File: src/rtl/pipelined_quant_divider.sv
// Pipelined signed-by-unsigned divider for the quantisation stage.
// Restoring long division, BITS_PER_STAGE quotient bits per stage.
module pipelined_quant_divider #(
  parameter int DIVIDEND_LEN   = 16,
  parameter int DIVISOR_LEN    = 8,
  parameter int TAG_LEN        = 8,
  parameter int BITS_PER_STAGE = 2,
  parameter int ROUND_MODE     = 0
) (
  input  logic                    clock,
  input  logic                    reset,
  input  logic                    enable,
  input  logic [DIVIDEND_LEN-1:0] dividend,
  input  logic [DIVISOR_LEN-1:0]  divisor,
  input  logic [TAG_LEN-1:0]      tag,
  input  logic                    input_valid,
  output logic [DIVIDEND_LEN-1:0] quotient,
  output logic [TAG_LEN-1:0]      tag_out,
  output logic                    div_by_zero,
  output logic                    output_valid
);

  localparam int DL = DIVIDEND_LEN;
  localparam int DV = DIVISOR_LEN;
  localparam int S  = DIVIDEND_LEN / BITS_PER_STAGE;

  generate
    if (DIVIDEND_LEN % BITS_PER_STAGE != 0) begin : g_bad_split
      $error("BITS_PER_STAGE must divide DIVIDEND_LEN");
    end
  endgenerate

  logic [DV:0]        rem_q [0:S];
  logic [DL-1:0]      num_q [0:S];
  logic [DV-1:0]      dsr_q [0:S];
  logic [TAG_LEN-1:0] tag_q [0:S];
  logic [S:0]         neg_q;
  logic [S:0]         zero_q;
  logic [S:0]         vld_q;

  logic [DL-1:0] mag_in;
  logic [DL-1:0] mag_fin;
  logic [DL-1:0] q_fin;
  logic          rnd_up;

  // num shifts left each bit: dividend bits leave the top,
  // quotient bits enter at the bottom
  function automatic logic [DV+DL:0] div_step(
    input logic [DV:0]   r_in,
    input logic [DL-1:0] n_in,
    input logic [DV-1:0] d
  );
    logic [DV+1:0] t;
    logic [DV:0]   r;
    logic [DL-1:0] n;
    r = r_in;
    n = n_in;
    for (int b = 0; b < BITS_PER_STAGE; b++) begin
      t = {r, n[DL-1]};
      n = n << 1;
      if (t >= {2'b00, d}) begin
        t    = t - {2'b00, d};
        n[0] = 1'b1;
      end
      r = t[DV:0];
    end
    return {r, n};
  endfunction

  assign mag_in = dividend[DL-1] ? (~dividend + 1'b1)
                                 : dividend;

  always_ff @(posedge clock) begin
    if (reset) begin
      vld_q <= '0;
    end else if (enable) begin
      rem_q[0]  <= '0;
      num_q[0]  <= mag_in;
      dsr_q[0]  <= divisor;
      tag_q[0]  <= tag;
      neg_q[0]  <= dividend[DL-1];
      zero_q[0] <= (divisor == '0);
      vld_q[0]  <= input_valid;
      for (int i = 1; i <= S; i++) begin
        {rem_q[i], num_q[i]} <=
          div_step(rem_q[i-1], num_q[i-1], dsr_q[i-1]);
        dsr_q[i]  <= dsr_q[i-1];
        tag_q[i]  <= tag_q[i-1];
        neg_q[i]  <= neg_q[i-1];
        zero_q[i] <= zero_q[i-1];
        vld_q[i]  <= vld_q[i-1];
      end
    end
  end

  always_comb begin
    rnd_up  = (ROUND_MODE == 1) &&
              ({rem_q[S], 1'b0} >= {2'b00, dsr_q[S]});
    mag_fin = num_q[S] + {{(DL-1){1'b0}}, rnd_up};
    q_fin   = neg_q[S] ? (~mag_fin + 1'b1) : mag_fin;
    if (zero_q[S]) begin
      q_fin = neg_q[S] ? {1'b1, {(DL-1){1'b0}}}
                       : {1'b0, {(DL-1){1'b1}}};
    end
  end

  always_ff @(posedge clock) begin
    if (reset) begin
      quotient     <= '0;
      tag_out      <= '0;
      div_by_zero  <= 1'b0;
      output_valid <= 1'b0;
    end else if (enable) begin
      quotient     <= q_fin;
      tag_out      <= tag_q[S];
      div_by_zero  <= vld_q[S] & zero_q[S];
      output_valid <= vld_q[S];
    end
  end

endmodule

File: config.mk
export PLATFORM = sky130hd
export DESIGN_NAME = pipelined_quant_divider
export DESIGN_NICKNAME = d
export VERILOG_FILES = /design/src/rtl/pipelined_quant_divider.sv
export SDC_FILE = /design/constraint.sdc
export NUM_CORES = 1
export LEC_CHECK = 0
export ABC_AREA = 0
export BUFFER_PORTS_ARGS = -buffer_cell sky130_fd_sc_hd__buf_2
export CAP_MARGIN = 40
export CORE_ASPECT_RATIO = 1.25
export CORE_MARGIN = 10
export CORE_UTILIZATION = 30
export DETAILED_ROUTE_END_ITERATION = 10
export PLACE_DENSITY = 0.47
export SKIP_CTS_REPAIR_TIMING = 1
export SLEW_MARGIN = 20
export SYNTH_ARGS = -nofsm -noshare
export SYNTH_HDL_FRONTEND = slang
export SYNTH_SLANG_ARGS = --single-unit
File: constraint.sdc
create_clock -name clock -period 61 [get_ports clock]
set_input_delay 6.1 -clock clock [delete_from_list [all_inputs] [get_ports clock]]
set_output_delay 6.1 -clock clock [all_outputs]
set_load 0.01 [all_outputs]
==> run metrics <==
status=completed; fin crit share=13.8%; Clock Latency Late Sink=0.58 ns; Core ar.=64400 µm²; Crit. End Element=register; Sw Ratio=29.0%; multi-input logic area=7330 µm²; syn nets=1659; max frequency=0.119 GHz; Iter 0 DRT Violations=492; Synth Register Bits=396; CP startpoint=enable; Synthesis Warnings=0; FP Rows=104; Yosys top cell by area=edfxtp_1; ys async rst share=0%; Pwr Total=0.843 mW; RSZ-0062 raised after global routing=false; Finish-stage setup viols=0; Post-synth top flop=edfxtp_1; Placed Area=20800 µm²; CTS tree=built; Reg power frac=40.3%; die height=305 µm; Comb pwr share=29.3%; Final Cell Area=22200 µm²; via count=11386; fin. max-slew vios=0; Syn Area/Cell=13.1 µm²; die width=248 µm; initial antenna violation count=0; largest net degree at the start of global routing=187; drt drc=0; hold crit path type=register to register; vias in the first global route=12180; root buf cell=clkbuf_16; number of synthesized flops with an enable pin=361; Pre-antenna DRT Iters=5; PortBufs=61; largest cells by area after synthesis=edfxtp_1 (56%), ha_1 (7.9%), dfxtp_1 (3.6%); clock power share=30.3%; Syn Inst Count=1485; worst-path maximum fanout=186; worst vdd ir=20.0 µV; Reg area=11500 µm²; Placer Congestion=0.842; clock sinks=396; Int Pwr=0.598 mW; number of max-cap violations=0; nets@finish=1744; clock buffer count from CTS=43; die area=75700 µm²; top cell type's share of synthesized area=55.5%; Leakage=8.46 nW; R2R cell count=17; Reg clk slew, reported paths=0.06 ns; Min Hold Slack=0.396 ns; Final Skew=0.0334 ns; Critical Path RT=61.19 ns; commonest cells in the netlist=edfxtp_1 (361), inv_1 (136), ha_1 (124); worst reg2reg path startpoint=num_q[95]; Antenna Cells=0; origin of the worst min-delay path=num_q[22]; Net Sw Power=0.245 mW; fin util=34.5%; relative slew slack=34.6%; synthesized cell area=19500 µm²; first-pass GRT wire length=60.7 mm; Startpoint Class=input pin; CP Class=input pin to register; fill cell count=6274; CP Data Arrival Time=8.59 ns; hold path cells=0; Final Critical Period=8.40 ns; routed wire length=36.8 mm; gr ovfl total=0; power density over the cells=37.9 nW/µm²; H-Tree Level Count=2; sequential share of the synthesized area=59.1%; area growth from synthesis to layout=13.9%; pin slew with the least headroom to its limit=0.981 ns; Fin. Hold Viols=0; Starting Density=30.3%; WL/cell=15.0 µm; IO Count=62; layout cells sized above 1=12.7%; Fin Setup TNS=0 ns; post-synth cell types=64; vias per inst=4.65; Post-DRT Antenna Nets=0; Max Buffers Root-to-Sink=3; top-count cell post-synth=edfxtp_1; GRT Total Usage=9.79%; DP Wirelength=26.6 mm
==> through the flow <==
step                setup slack [ns]  std cells
detailed placement             51.42       2371
finish                         52.60       2450
global placement               51.46       2371
CTS                            52.03       2448
floorplan                      37.43       1485
global route                   52.41       2450
==> final timing paths <==
kind / endpoint / slack [ns]
setup / recovery: dsr_q[0][8] / 52.60
hold / removal: num_q[8] / 0.40
setup reg to reg: rem_q[39] / 55.95
hold reg to reg: num_q[8] / 0.40
==> kinds of logic (layout without fill, tap and decap cells) <==
kind of cell	Yosys count	after routing	share of synthesized area (%)
adders and majority gates	138	138	9.38
AOI/OAI and AO/OA	303	303	10.1
buffers and inverters	165	282	3.36
and+or+nand+nor	278	278	7.19
DFF	396	396	59.1
muxes	110	110	6.61
xor gates and xnor gates	95	95	4.26
==> per-layer routing <==
layer,wire [µm],share of wire (%),GRT usage (%),up-vias
met3,1270,3.4,1.99,80
li1,-,-,-,5681
met1,14000,38,9.84,5474
met4,1510,4.1,4.64,0
met2,20000,54,18.7,151
met5,0,0,0,-
==> registers in the layout, summed over array words and instances (netlist names) <==
name / cells
tag_out: 8
quotient: 16
output_valid: 1
dsr_q: 64
neg_q: 9
vld_q: 9
div_by_zero: 1
zero_q: 9
num_q: 144
rem_q: 63
tag_q: 72
==> final cells by class <==
class,instances,area share (%)
inverters,137,2.31
well taps,848,4.77
clock inverters,21,1.18
repair buffers,68,1.81
flip-flops and latches,396,51.9
multi-input cells,924,33.0
clock buffers,56,5.06
==> worst max-delay path, cell delays in order <==
cell     delay [ns]
buf_2          0.08
buf_4          0.49
nor2b_4        0.35
buf_12         0.48
buf_12         0.77
==> power by group through the flow <==
stage	sequential, mW	clock [mW]	combinational (mW)
2_1_floorplan	0.348	0	0.201
3_3_place_gp	0.346	0	0.243
3_5_place_dp	0.346	0	0.247
4_1_cts	0.340	0.267	0.250
5_1_grt	0.342	0.277	0.276
6_report	0.340	0.256	0.247
==> cell usage in the layout, fill, tap and decap left out, types with 13 or more instances in the layout <==
cell type  Yosys  final
xor2_1        24     24
fa_1          14     14
o21bai_1      14     14
nor2b_1       14     13
dfxtp_1       35     35
edfxtp_1     361    361
a21o_1        35     35
ha_1         124    124
a21oi_1      104    104
buf_2          5     61
nor2_1       113    113
xnor2_1       71     71
clkbuf_1      14     13
clkbuf_16      0     43
mux2_4        16     16
inv_1        136    136
mux2_2        32     32
o21ai_0       53     53
nand2b_1      22     22
nand2_1       28     28
mux2i_1       42     42
nor3_1        23     23
o21a_1        23     23
nand4_1       25     25
mux2_1        16     16
a211oi_1      13     13
Power figures use the tool's default switching activity.
